### config.mk
export PLATFORM = sky130hd
export DESIGN_NAME = spi_mem_ctrl
export DESIGN_NICKNAME = d
export VERILOG_FILES = /design/src/rtl/spi_mem_pkg.sv /design/src/rtl/spi_shifter.sv /design/src/rtl/spi_mem_ctrl.sv
export SDC_FILE = /design/constraint.sdc
export NUM_CORES = 1
export LEC_CHECK = 0
export BUFFER_PORTS_ARGS = -buffer_cell sky130_fd_sc_hd__buf_2
export CORE_MARGIN = 2
export CORE_UTILIZATION = 25
export DETAILED_ROUTE_END_ITERATION = 8
export PLACE_DENSITY = 0.49
export SYNTH_ARGS = -nofsm -noshare
export SYNTH_HDL_FRONTEND = slang
export SYNTH_SLANG_ARGS = --single-unit
### constraint.sdc
create_clock -name clk -period 1.7 [get_ports clk]
set_input_delay 0.34 -clock clk [delete_from_list [all_inputs] [get_ports clk]]
set_output_delay 0.34 -clock clk [all_outputs]
set_load 0.01 [all_outputs]
### src/rtl/spi_mem_pkg.sv
// -----------------------------------------------------------------------------
// spi_mem_pkg
// Shared definitions for the SPI SRAM controller: serial opcodes, default
// field widths, the total frame length and the controller state encoding.
// -----------------------------------------------------------------------------
package spi_mem_pkg;

   localparam int          CMD_W      = 8;
   localparam int          ADDR_W_DEF = 24;
   localparam int          DATA_W_DEF = 16;

   localparam logic [7:0]  CMD_READ   = 8'h03;
   localparam logic [7:0]  CMD_WRITE  = 8'h02;

   // One transaction on the wire: opcode, address, data word.
   localparam int          FRAME_W    = CMD_W + ADDR_W_DEF + DATA_W_DEF;

   typedef enum logic [1:0] {
      IDLE  = 2'd0,
      SHIFT = 2'd1,
      DONE  = 2'd2
   } state_e;

   // Frame length for non-default address/data widths.
   function automatic int frame_bits(input int addr_w, input int data_w);
      return CMD_W + addr_w + data_w;
   endfunction

endpackage

### src/rtl/spi_shifter.sv
// -----------------------------------------------------------------------------
// spi_shifter
// Serialises one command/address/data frame MSB first in SPI mode 0 at
// clk/2 and captures the returned data word from MISO.
//
// Ports:
//   clk, rst      system clock, synchronous active-high reset
//   load          start a frame (frame_in sampled on this edge)
//   frame_in      frame to transmit, bit FRAME_BITS-1 goes out first
//   spi_miso      serial data from the memory
//   spi_clk       registered serial clock, idles low
//   spi_mosi      registered serial data to the memory
//   last          high during the final half-bit of the frame
//   rdata         last DATA_BITS bits sampled from MISO
// -----------------------------------------------------------------------------
module spi_shifter
   import spi_mem_pkg::*;
#(
   parameter int FRAME_BITS = FRAME_W,
   parameter int DATA_BITS  = DATA_W_DEF
) (
   input  logic                  clk,
   input  logic                  rst,
   input  logic                  load,
   input  logic [FRAME_BITS-1:0] frame_in,
   input  logic                  spi_miso,
   output logic                  spi_clk,
   output logic                  spi_mosi,
   output logic                  last,
   output logic [DATA_BITS-1:0]  rdata
);

   localparam int CNT_W = $clog2(FRAME_BITS);

   logic [FRAME_BITS-1:0] frame_q, frame_d;
   logic [CNT_W-1:0]      bit_cnt_q, bit_cnt_d;
   logic                  phase_q, phase_d;
   logic                  active_q, active_d;
   logic [DATA_BITS-1:0]  cap_q, cap_d;
   logic                  spi_clk_q, spi_clk_d;
   logic                  spi_mosi_q, spi_mosi_d;

   always_comb begin
      frame_d    = frame_q;
      bit_cnt_d  = bit_cnt_q;
      phase_d    = phase_q;
      active_d   = active_q;
      cap_d      = cap_q;
      spi_clk_d  = spi_clk_q;
      spi_mosi_d = spi_mosi_q;

      if (load) begin
         frame_d    = frame_in;
         bit_cnt_d  = CNT_W'(FRAME_BITS - 1);
         phase_d    = 1'b0;
         active_d   = 1'b1;
         spi_clk_d  = 1'b0;
         spi_mosi_d = frame_in[FRAME_BITS-1];
      end else if (active_q) begin
         if (!phase_q) begin
            // This edge raises spi_clk; the memory's bit is stable now.
            phase_d   = 1'b1;
            spi_clk_d = 1'b1;
            if (bit_cnt_q < CNT_W'(DATA_BITS))
               cap_d = {cap_q[DATA_BITS-2:0], spi_miso};
         end else begin
            phase_d   = 1'b0;
            spi_clk_d = 1'b0;
            if (bit_cnt_q == '0) begin
               active_d   = 1'b0;
               spi_mosi_d = 1'b0;
            end else begin
               bit_cnt_d  = bit_cnt_q - 1'b1;
               // Rotate rather than shift so every frame bit has a reader;
               // the wrapped bit is never transmitted.
               frame_d    = {frame_q[FRAME_BITS-2:0], frame_q[FRAME_BITS-1]};
               spi_mosi_d = frame_q[FRAME_BITS-2];
            end
         end
      end
   end

   always_ff @(posedge clk) begin
      if (rst) begin
         frame_q    <= '0;
         bit_cnt_q  <= '0;
         phase_q    <= 1'b0;
         active_q   <= 1'b0;
         cap_q      <= '0;
         spi_clk_q  <= 1'b0;
         spi_mosi_q <= 1'b0;
      end else begin
         frame_q    <= frame_d;
         bit_cnt_q  <= bit_cnt_d;
         phase_q    <= phase_d;
         active_q   <= active_d;
         cap_q      <= cap_d;
         spi_clk_q  <= spi_clk_d;
         spi_mosi_q <= spi_mosi_d;
      end
   end

   assign spi_clk  = spi_clk_q;
   assign spi_mosi = spi_mosi_q;
   assign last     = active_q & phase_q & (bit_cnt_q == '0);
   assign rdata    = cap_q;

endmodule

### src/rtl/spi_mem_ctrl.sv
// -----------------------------------------------------------------------------
// spi_mem_ctrl
// SPI master turning single-word CPU requests into SPI SRAM read/write
// transactions (opcode + address + data, mode 0, MSB first, clk/2).
//
// Ports:
//   clk, rst      system clock, synchronous active-high reset
//   req_valid     CPU request present
//   req_ready     controller idle and able to accept (registered)
//   req_write     1 = write, 0 = read
//   req_addr      byte address sent as-is on the wire
//   req_wdata     write data, big-endian (byte at addr = [15:8])
//   rsp_valid     one-cycle completion pulse for reads and writes
//   rsp_rdata     read data; updated only when a read completes
//   spi_select    chip select, active low
//   spi_clk       serial clock, idles low
//   spi_mosi      serial data out
//   spi_miso      serial data in
// -----------------------------------------------------------------------------
module spi_mem_ctrl #(
   parameter int         ADDR_W    = spi_mem_pkg::ADDR_W_DEF,
   parameter int         DATA_W    = spi_mem_pkg::DATA_W_DEF,
   parameter logic [7:0] CMD_READ  = spi_mem_pkg::CMD_READ,
   parameter logic [7:0] CMD_WRITE = spi_mem_pkg::CMD_WRITE
) (
   input  logic              clk,
   input  logic              rst,
   input  logic              req_valid,
   output logic              req_ready,
   input  logic              req_write,
   input  logic [ADDR_W-1:0] req_addr,
   input  logic [DATA_W-1:0] req_wdata,
   output logic              rsp_valid,
   output logic [DATA_W-1:0] rsp_rdata,
   output logic              spi_select,
   output logic              spi_clk,
   output logic              spi_mosi,
   input  logic              spi_miso
);

   localparam int FW = spi_mem_pkg::frame_bits(ADDR_W, DATA_W);

   spi_mem_pkg::state_e state_q, state_d;

   logic              write_q, write_d;
   logic              req_ready_q, req_ready_d;
   logic              rsp_valid_q, rsp_valid_d;
   logic [DATA_W-1:0] rsp_rdata_q, rsp_rdata_d;
   logic              spi_select_q, spi_select_d;

   logic              handshake;
   logic [FW-1:0]     frame;
   logic              shift_last;
   logic [DATA_W-1:0] shift_rdata;

   // req_ready_q is only ever set while in IDLE, so it qualifies the handshake.
   assign handshake = req_valid & req_ready_q;

   // Reads send zeros in the data slot.
   assign frame = {(req_write ? CMD_WRITE : CMD_READ),
                   req_addr,
                   (req_write ? req_wdata : {DATA_W{1'b0}})};

   spi_shifter #(
      .FRAME_BITS (FW),
      .DATA_BITS  (DATA_W)
   ) u_shifter (
      .clk      (clk),
      .rst      (rst),
      .load     (handshake),
      .frame_in (frame),
      .spi_miso (spi_miso),
      .spi_clk  (spi_clk),
      .spi_mosi (spi_mosi),
      .last     (shift_last),
      .rdata    (shift_rdata)
   );

   always_comb begin
      state_d      = state_q;
      write_d      = write_q;
      rsp_valid_d  = 1'b0;
      rsp_rdata_d  = rsp_rdata_q;
      spi_select_d = spi_select_q;

      case (state_q)
         spi_mem_pkg::IDLE: begin
            spi_select_d = 1'b1;
            if (handshake) begin
               state_d      = spi_mem_pkg::SHIFT;
               write_d      = req_write;
               spi_select_d = 1'b0;
            end
         end
         spi_mem_pkg::SHIFT: begin
            if (shift_last) begin
               // The final MISO bit was captured one edge earlier, so the
               // shifter's word is complete here.
               state_d      = spi_mem_pkg::DONE;
               spi_select_d = 1'b1;
               rsp_valid_d  = 1'b1;
               if (!write_q)
                  rsp_rdata_d = shift_rdata;
            end
         end
         spi_mem_pkg::DONE: begin
            state_d      = spi_mem_pkg::IDLE;
            spi_select_d = 1'b1;
         end
         default: begin
            state_d      = spi_mem_pkg::IDLE;
            spi_select_d = 1'b1;
         end
      endcase

      req_ready_d = (state_d == spi_mem_pkg::IDLE);
   end

   always_ff @(posedge clk) begin
      if (rst) begin
         state_q      <= spi_mem_pkg::IDLE;
         write_q      <= 1'b0;
         req_ready_q  <= 1'b0;
         rsp_valid_q  <= 1'b0;
         rsp_rdata_q  <= '0;
         spi_select_q <= 1'b1;
      end else begin
         state_q      <= state_d;
         write_q      <= write_d;
         req_ready_q  <= req_ready_d;
         rsp_valid_q  <= rsp_valid_d;
         rsp_rdata_q  <= rsp_rdata_d;
         spi_select_q <= spi_select_d;
      end
   end

   assign req_ready  = req_ready_q;
   assign rsp_valid  = rsp_valid_q;
   assign rsp_rdata  = rsp_rdata_q;
   assign spi_select = spi_select_q;

endmodule

==> impl_metrics.csv, run 1 <==
group,metric,value,unit
floorplan,die_w,126,um
cts,cts.clk_slew.worst_paths,70,ps
routing,detail_route.wl_per_cell,12.8,um
critical_path,cp_max_fo,8,
flow_run,max_cap_violations,0,
logic_synthesis,synth_area_leaders,"dfxtp_1 (51%), mux2i_1 (18%), nand2_1 (7.7%), o21ai_1 (5.5%), a21oi_1 (3.4%)",
cts,numCtsBuffers,9,
routing,dr.max_layer_used,"met4",
routing,vias_per_cell,4.36,
pwr,sequentialPowerShare,48.4,%
logic_synthesis,ys_warn_count,0,
floorplan,die-area,15800,um2
logic_synthesis,netlist_instances,393,
logic_synthesis,synthesis.area,3700,um2
routing,m1WireLength,4250,um
sta,rsz0062_at_grt,"true",
global_route,grt_pass1_vias,2706,
sta,fmax,608,MHz
outcome,status,"complete, no violations",
pwr,switching_share,24.5,%
sta,worst_pin_slew,502,ps
logic_synthesis,synth_top_area_share,51.4,%
logic_synthesis,synth_fp_nets,439,
global_route,grt_max_degree,49,
logic_synthesis,synth_edf_count,0,
routing,wl_met2,3760,um
global_route,antenna_found_initial,0,
logic_synthesis,synth_ff_type,"dfxtp_1",
routing,vias,2884,
place,port_buffers,65,
cts,clk_path_buf_depth,2,
sta,setup_tns,0,ps
critical_path,crit_arrival,1870,ps
place,dpl.hpwl,5380,um
critical_path,worstPathRequired,1930,ps
floorplan,core,14500,um2
logic_synthesis,seq_area_frac_synth,51.4,%
cts,cts_tree,"built",
cts,h-tree-depth,3,
worst_hold_path,hp-class,"in -> reg",
pwr,cellPowerDensity,991,nW/um2
sta,fin_crit,1640,ps
global_route,grt_overflow_total,0,
final_layout,syn2layout_area_growth,31.7,%
routing,drtPass1Iterations,4,
sta,final-setup-viol-count,0,
global_route,grt_pass1_wl,13400,um
routing,dr_wl_met3,348,um
logic_synthesis,synth_top_cell_by_area,"dfxtp_1",
floorplan,die_h,126,um
pwr,p_switching,0.00119,W
sta,slew_viol_final,0,
sta,timing.hold.ws,185,ps
critical_path,crit_path_end_kind,"register",
sta,hold_viol,0,
floorplan,start_util,25.6,%
global_route,grt_usage,10.6,%
routing,post-route-drc-count,0,
floorplan,io_pins,66,
sta,finalCritPeriodShare,96.8,%
critical_path,critPathKind,"reg -> reg",
pwr,power,0.00483,W
cts,clk_latency,350,ps
sta,fin_skew,10.3,ps
pwr,p_int,0.00365,W
place,place.gp.congestion,0.724,
logic_synthesis,yosysUniqueCellTypes,35,
logic_synthesis,avgSynthCellArea,9.42,um2
final_layout,fin_nets,519,
pwr,clkPwrFrac,43.6,%
sta,slew_headroom,66.5,%
pwr,power_frac_comb,8.0,%
cts,clkSinkCount,95,
final_layout,diodes,0,
routing,drtIter0Drc,167,
floorplan,rows,44,
pwr,p_leak,1.88,nW
logic_synthesis,synth-seq-cells,95,
routing,antenna_left,0,
critical_path,crit_path_start_kind,"register",
logic_synthesis,synthArstFlopShare,0,%
final_layout,drive_above_1_share,25.7,%
routing,wirelength,8500,um
pwr,vdd_drop_max,0.424,mV
cts,cts-root-buf,"clkbuf_16",
==> path summary, 6_finish.rpt <==
path,depth (start not counted),slack (ps),start,to
worst max-delay path,8,60,u_shifter.bit_cnt_q[1],rsp_rdata[10]
worst min-delay path,3,180,req_wdata[11],u_shifter.frame_q[11]
worst max register to register,8,60,u_shifter.bit_cnt_q[1],rsp_rdata[10]
worst min register to register,2,470,u_shifter.rdata[15],u_shifter.rdata[15]
==> cell families (layout without fill, tap and decap cells) <==
| group | after synthesis | after routing | synth area share, % |
|---|---|---|---|
| AOI/OAI and AO/OA | 74 | 74 | 10.8 |
| DFF | 95 | 95 | 51.4 |
| and+or+nand+nor | 126 | 126 | 15.4 |
| xor gates and xnor gates | 4 | 4 | 0.946 |
| adders and majority gates | 1 | 1 | 0.338 |
| muxes | 66 | 66 | 17.9 |
| buffers and inverters | 27 | 112 | 3.28 |
==> cell type report <==
type | count | area [um2]
flip-flops and latches | 95 | 1900
inverters | 3 | 11.3
clock buffers | 9 | 225
multi-input cells | 271 | 1720
well taps | 184 | 230
clock inverters | 7 | 86.3
fillers | 1503 | 9600
repair buffers | 93 | 699
==> routing by layer <==
layer,track usage (%),vias to the layer above
met2,15.4,52
met5,0,-
met3,3.31,9
met1,14.3,1310
li1,-,1513
met4,5.10,0
==> critical path, cell delays in order (launching register included) <==
cell,delay [ps]
dfxtp_2,330
inv_2,70
ha_4,130
nor3b_4,300
buf_6,160
nand4_4,130
clkbuf_16,200
mux2i_1,150
nor2_1,50
==> state kept, by name (all words and copies together), names as in the netlist, 2 cells and up <==
register	cells
rsp_rdata	16
state_q	2
u_shifter.bit_cnt_q	6
u_shifter.frame_q	48
u_shifter.rdata	16
==> cells in the mapped netlist, drive strengths merged (3+ instances only) <==
library cell	number
nor3b	4
dfxtp	95
inv	3
a21oi	26
xnor2	4
nand2	77
nor2	31
clkbuf	16
o21ai	41
buf	8
mux2i	65
==> placed cells by master (no fill, tap or decap), drive strengths merged <==
cell type,Yosys,routed
and2,1,1
nand4,1,1
a211o,1,1
clkinv,0,1
and4b,1,1
mux2,1,1
o41ai,1,1
nand2,77,77
a2111oi,1,1
o21ai,41,41
nor3b,4,4
nand4b,2,2
a31oi,2,2
dfxtp,95,95
nor3,1,1
a21oi,26,26
nor2,31,31
buf,8,89
inv,3,7
a22oi,1,1
mux2i,65,65
or3,2,2
and3,2,2
nand2b,1,1
a211oi,1,1
ha,1,1
nor4,1,1
clkinvlp,0,1
nand3,1,1
or4,1,1
bufinv,0,1
xnor2,4,4
clkbuf,16,13
==> power groups by stage <==
| stage | combinational [W] | sequential, W | clock (W) |
|---|---|---|---|
| after global placement | 0.000343 | 0.00239 | 0 |
| after detailed placement | 0.000350 | 0.00239 | 0 |
| after global routing | 0.000432 | 0.00235 | 0.00227 |
| after CTS | 0.000372 | 0.00234 | 0.00217 |
| after floorplan | 0.000208 | 0.00238 | 0 |
| final | 0.000389 | 0.00234 | 0.00211 |
==> metrics by stage <==
stage / utilization (%) / instance area (um2) / setup WS [ps] / instances
2_1_floorplan: - / 3710 / 7.80 / 393
3_3_place_gp: 30.0 / 4340 / 17.4 / 635
3_5_place_dp: 30.0 / 4340 / -49.3 / 635
4_1_cts: 32.7 / 4740 / 6.93 / 656
5_1_grt: 33.7 / 4880 / -60.3 / 662
6_report: 33.7 / 4880 / 55.1 / 662
==> repair_timing <==
action	in CTS	in global routing
hold endpoints to repair	0	0
pin swaps	1	4
endpoints found under the setup margin	48	49
hold buffers	0	0
buffers inserted	4	1
gates cloned	1	5
resized for setup	3	7
(Power assumes the default switching activity.)
==> run 2: changes to the inputs <==
BUFFER_PORTS_ARGS = default   (was -buffer_cell sky130_fd_sc_hd__buf_2)
DONT_BUFFER_PORTS = 1   (was default)
PLACE_DENSITY = default   (was 0.49)
==> impl_metrics.csv, run 2 (synthesis results as in run 1) <==
group,metric,value,unit
outcome,status,"complete, no violations",
floorplan,start_util,25.6,%
routing,antenna_left,0,
place,port_buffers,0,
final_layout,largest_reg_flops,48,
sta,final-setup-viol-count,0,
sta,fmax,601,MHz
critical_path,crit_path_start_kind,"register",
final_layout,most-common-layout-cells,"dfxtp_1 (93), nand2_1 (76), mux2i_1 (63)",
routing,vias_per_cell,4.49,
sta,finalCritPeriodShare,97.8,%
critical_path,critPathLaunch,"u_shifter.bit_cnt_q[1]",
pwr,p_int,0.00348,W
cts,cts.clk_slew.worst_paths,70,ps
routing,post-route-drc-count,0,
critical_path,critPathKind,"reg -> reg",
sta,worst_pin_slew,322,ps
cts,clk_path_buf_depth,2,
floorplan,die_w,126,um
cts,postCtsHoldBufs,0,
final_layout,drive_above_1_share,14.4,%
pwr,p_switching,0.00110,W
pwr,sequentialPowerShare,51.2,%
sta,rsz0062_at_grt,"true",
critical_path,worstPathRequired,1940,ps
sta,slew_headroom,78.5,%
routing,dr.max_layer_used,"met4",
routing,wirelength,7880,um
global_route,grt_pass1_wl,13000,um
cts,numCtsBuffers,9,
place,dpl.hpwl,5220,um
global_route,grt_max_degree,51,
sta,fin_crit,1660,ps
routing,dr_wl_met3,531,um
floorplan,rows,44,
final_layout,syn2layout_area_growth,21.4,%
place,place.gp.congestion,0.735,
worst_hold_path,hp-class,"in -> reg",
floorplan,die_h,126,um
pwr,vdd_drop_max,0.579,mV
sta,setup_tns,0,ps
routing,detail_route.wl_per_cell,13.2,um
global_route,grt_pass1_vias,2658,
critical_path,ff2ff_setup_slack,40,ps
final_layout,final_common_cell,"dfxtp_1",
floorplan,io_pins,66,
routing,drtIter0Drc,124,
pwr,power_frac_comb,7.0,%
critical_path,cp_max_fo,6,
pwr,switching_share,24.0,%
routing,vias,2671,
routing,m1WireLength,3560,um
critical_path,reg2reg_from,"u_shifter.bit_cnt_q[1]",
sta,hold_viol,0,
floorplan,core,14500,um2
final_layout,top_register,"u_shifter.frame_q",
worst_hold_path,hold_depth,1,
worst_hold_path,hold_start,"rst",
sta,fin_skew,8.49,ps
pwr,clkPwrFrac,41.9,%
flow_run,max_cap_violations,0,
critical_path,crit_path_end_kind,"register",
cts,clk_latency,340,ps
cts,clkSinkCount,95,
critical_path,reg2reg_depth,8,
pwr,cellPowerDensity,1020,nW/um2
pwr,p_leak,1.56,nW
global_route,grt_overflow_total,0,
final_layout,fin_nets,452,
worst_hold_path,whs_endpoint,"u_shifter.bit_cnt_q[1]",
sta,timing.hold.ws,65.9,ps
cts,cts_tree,"built",
routing,wl_met2,3650,um
critical_path,crit_arrival,1900,ps
global_route,antenna_found_initial,0,
final_layout,diodes,0,
critical_path,r2r_end,"u_shifter.frame_q[0]",
cts,h-tree-depth,3,
cts,cts-root-buf,"clkbuf_16",
sta,slew_viol_final,0,
routing,drtPass1Iterations,4,
final_layout,fin_util,31.0,%
floorplan,die-area,15800,um2
global_route,grt_usage,10.2,%
run 2: what timing repair did:
item,CTS,global route
gates resized for setup,1,15
setup endpoints to repair,42,67
pin swaps,2,10
buffers inserted,5,0
gates cloned,1,3
run 2: through the flow:
step	setup WS (ps)	cells	instance area [um2]	total power (W)
after global routing	-58.0	595	4490	0.00480
after floorplan	7.80	393	3710	0.00259
after global placement	-6.28	571	4030	0.00266
after detailed placement	-65.2	571	4030	0.00267
final	36.7	595	4490	0.00458
after CTS	14.8	593	4380	0.00461
run 2: per-layer routing:
metal  vias up  track usage (%)
met2        48             15.2
met3        10             4.08
met1      1240             12.9
li1       1373                -
met4         0             4.77
met5         -                0
run 2: power by group through the flow:
stage	logic, W	clock network [W]	registers [W]
final	0.000320	0.00192	0.00234
after floorplan	0.000208	0	0.00238
after CTS	0.000298	0.00197	0.00234
after global placement	0.000273	0	0.00239
after detailed placement	0.000281	0	0.00239
after global routing	0.000359	0.00209	0.00235
run 2: how the worst max path moves through the flow:
stage / end / cells after the start
floorplan: rsp_rdata[0] / 7
global placement: u_shifter.frame_q[15] / 7
detailed placement: u_shifter.frame_q[29] / 7
CTS: u_shifter.bit_cnt_q[5] / 5
global route: u_shifter.frame_q[0] / 8
finish: u_shifter.frame_q[0] / 8
run 2: layout make-up:
type,instances,area [um2]
Clock buffer,10,239
Clock inverter,6,43.8
Fill cell,1478,9990
Inverter,3,11.3
Multi-Input combinational cell,271,1740
Sequential cell,95,1900
Tap cell,184,230
Timing Repair Buffer,26,324
run 2: critical path, stage by stage (launching register included):
cell	delay, ps
dfxtp_2	330
inv_2	50
ha_4	150
nor3b_4	170
a21oi_4	230
buf_6	180
buf_12	140
mux2i_2	220
o21ai_1	90
==> run 3: changes to the inputs <==
CORE_UTILIZATION = 44   (was 25)
SYNTH_HIERARCHICAL = 1   (was default)
==> impl_metrics.csv, run 3 <==
group,metric,value,unit
final_layout,fin_util,50.0,%
floorplan,start_util,45.4,%
cts,cts_tree,"built",
sta,final-setup-viol-count,65,
critical_path,critPathTopFamily,"simple AND/OR/NAND/NOR gates",
logic_synthesis,synth_edf_count,0,
routing,post-route-drc-count,0,
logic_synthesis,synth_top_cell_by_area,"dfxtp_1",
critical_path,reg2reg_from,"u_shifter/bit_cnt_q[1]",
critical_path,critPathLaunch,"u_shifter/bit_cnt_q[1]",
sta,worst_pin_slew,590,ps
cts,cts-root-buf,"clkbuf_8",
routing,drtPass1Iterations,4,
place,dpl_cell_area,5180,um2
final_layout,drive_above_1_share,13.0,%
place,port_buffers,0,
routing,antenna_left,0,
global_route,grt_overflow_total,0,
floorplan,die-area,12100,um2
place,place.gp.congestion,0.752,
final_layout,final_common_cell,"a31oi_1",
floorplan,die_h,110,um
sta,setup_slack,-95.8,ps
outcome,violations,"setup timing",
logic_synthesis,yosysUniqueCellTypes,48,
sta,slew_headroom,60.7,%
cts,numCtsBuffers,9,
global_route,grt_pass1_wl,20000,um
routing,detail_route.wl_per_cell,16.9,um
critical_path,worstPathRequired,2010,ps
sta,finalCritPeriodShare,106,%
critical_path,ff2ff_setup_slack,-100,ps
final_layout,fillers,1050,
routing,vias_per_cell,6.14,
cts,clkSinkCount,95,
critical_path,crit_arrival,2110,ps
critical_path,reg2reg_depth,7,
logic_synthesis,synth_area_leaders,"dfxtp_1 (38%), a31oi_1 (12%), a21boi_0 (7.3%), o211ai_1 (7.3%), o21ai_0 (5.2%)",
critical_path,cp_max_fo,8,
floorplan,core,10900,um2
final_layout,diodes,0,
sta,fin_skew,11.9,ps
final_layout,fin_nets,617,
routing,vias,4391,
global_route,grt_usage,20.6,%
logic_synthesis,synth.most_common_cell,"a31oi_1",
final_layout,final_area,5440,um2
final_layout,top_register,"u_shifter/frame_q",
pwr,cellPowerDensity,902,nW/um2
logic_synthesis,seq_area_frac_synth,38.5,%
logic_synthesis,synth_common_cells,"a31oi_1 (98), dfxtp_1 (95), clkbuf_1 (54)",
floorplan,die_w,110,um
logic_synthesis,synth_ff_type,"dfxtp_1",
critical_path,cp_num_cells,7,
sta,rsz0062_at_grt,"true",
logic_synthesis,synth-seq-cells,95,
routing,wirelength,12100,um
global_route,antenna_found_initial,0,
cts,h-tree-depth,3,
global_route,grt_max_degree,76,
critical_path,crit_path_start_kind,"register",
critical_path,setup.worst_path.end,"rsp_rdata[12]",
critical_path,cp_slowest_cell,"or3b_4",
critical_path,critPathKind,"reg -> reg",
logic_synthesis,ys_warn_count,6,
cts,cts.clk_slew.worst_paths,100,ps
routing,drtIter0Drc,282,
logic_synthesis,netlist_instances,582,
place,dpl.hpwl,7130,um
pwr,vdd_drop_max,0.350,mV
final_layout,largest_reg_flops,48,
floorplan,rows,38,
flow_run,max_cap_violations,0,
sta,setup_tns,-3130,ps
critical_path,cp_cell_sequence,"inv_2 > ha_4 > or3b_4 > nor3_4 > and4bb_4 > buf_12 > mux2i_1",
pwr,p_leak,1.70,nW
critical_path,r2r_end,"rsp_rdata[12]",
critical_path,crit_path_end_kind,"register",
critical_path,max_stage_delay,390,ps
cts,clk_latency,380,ps
sta,fmax,557,MHz
place,post-place-ws,-181,ps
global_route,grt_pass1_vias,4034,
cts,clk_path_buf_depth,2,
outcome,status,"finished, violations left",
sta,slew_viol_final,0,
final_layout,syn2layout_area_growth,10.1,%
final_layout,most-common-layout-cells,"a31oi_1 (98), dfxtp_1 (92), o21ai_0 (51)",
sta,fin_crit,1800,ps
logic_synthesis,synth_top_area_share,38.5,%
critical_path,path_buf_inv,2,
logic_synthesis,synthesis.area,4940,um2
logic_synthesis,avgSynthCellArea,8.49,um2
sta,hold_viol,0,
logic_synthesis,synthArstFlopShare,0,%
floorplan,io_pins,66,
worst_hold_path,hp-class,"in -> reg",
## run 3: kinds of logic after synthesis
family	synth area share, %
xor gates and xnor gates	0.177
other	0.152
buffers and inverters	6.91
and+or+nand+nor	12.5
adders and majority gates	0.506
DFF	38.5
muxes	3.44
AOI/OAI and AO/OA	37.8
## run 3: worst min-delay path by stage
| stage | slack (ps) | start | depth (start not counted) | to |
|---|---|---|---|---|
| 2_1_floorplan | 400 | rst | 1 | u_shifter/bit_cnt_q[4] |
| 3_3_place_gp | 410 | rst | 1 | u_shifter/bit_cnt_q[4] |
| 3_5_place_dp | 410 | rst | 1 | u_shifter/bit_cnt_q[4] |
| 4_1_cts | 2 | rst | 1 | u_shifter/rdata[12] |
| 5_1_grt | 1 | rst | 1 | u_shifter/rdata[6] |
| 6_report | 20 | rst | 1 | u_shifter/bit_cnt_q[5] |
## run 3: what timing repair did
| item | 4_1_cts | 5_1_grt |
|---|---|---|
| endpoints found under the hold margin | 1 | 5 |
| cloned | 1 | 0 |
| hold buffers | 1 | 1 |
| resized for setup | 6 | 1 |
| setup endpoints to repair | 68 | 68 |
| buffers inserted | 1 | 2 |
## run 3: layout make-up
class                           instances  area, um2  share of cell area, %
Multi-Input combinational cell        415       2760                   50.8
Clock buffer                           10        128                   2.34
Tap cell                              140        175                   3.22
Timing Repair Buffer                   42        398                   7.31
Inverter                                7       26.3                  0.483
Sequential cell                        95       1910                   35.0
Clock inverter                          6       47.5                  0.874
## run 3: per-stage QoR
step                      total power (W)  std cells  hold slack [ps]
after floorplan                   0.00328        587              405
after global placement            0.00352        693              410
after detailed placement          0.00354        693              413
after CTS                         0.00493        712             2.34
after global routing              0.00519        715             1.10
final                             0.00491        715             17.4
## run 3: metal layers
metal	vias up	GRT usage (%)	routed length, um
li1	2179	-	-
met1	2096	28.6	5930
met4	0	8.50	187
met2	101	31.5	5430
met3	15	3.47	573
met5	-	0	0
## run 3: report_power, final
part	internal (W)	switching [W]	total, W
registers	0.00239	0.000116	0.00250
clock network	0.000540	0.000845	0.00139
logic	0.000399	0.000624	0.00102
total	0.00333	0.00159	0.00491
## run 3: worst reg2reg max path, cell delays in order (launching register included)
cell      delay (ps)
dfxtp_2          340
inv_2             80
ha_4             130
or3b_4           390
nor3_4           140
and4bb_4         320
buf_12           150
mux2i_1          190
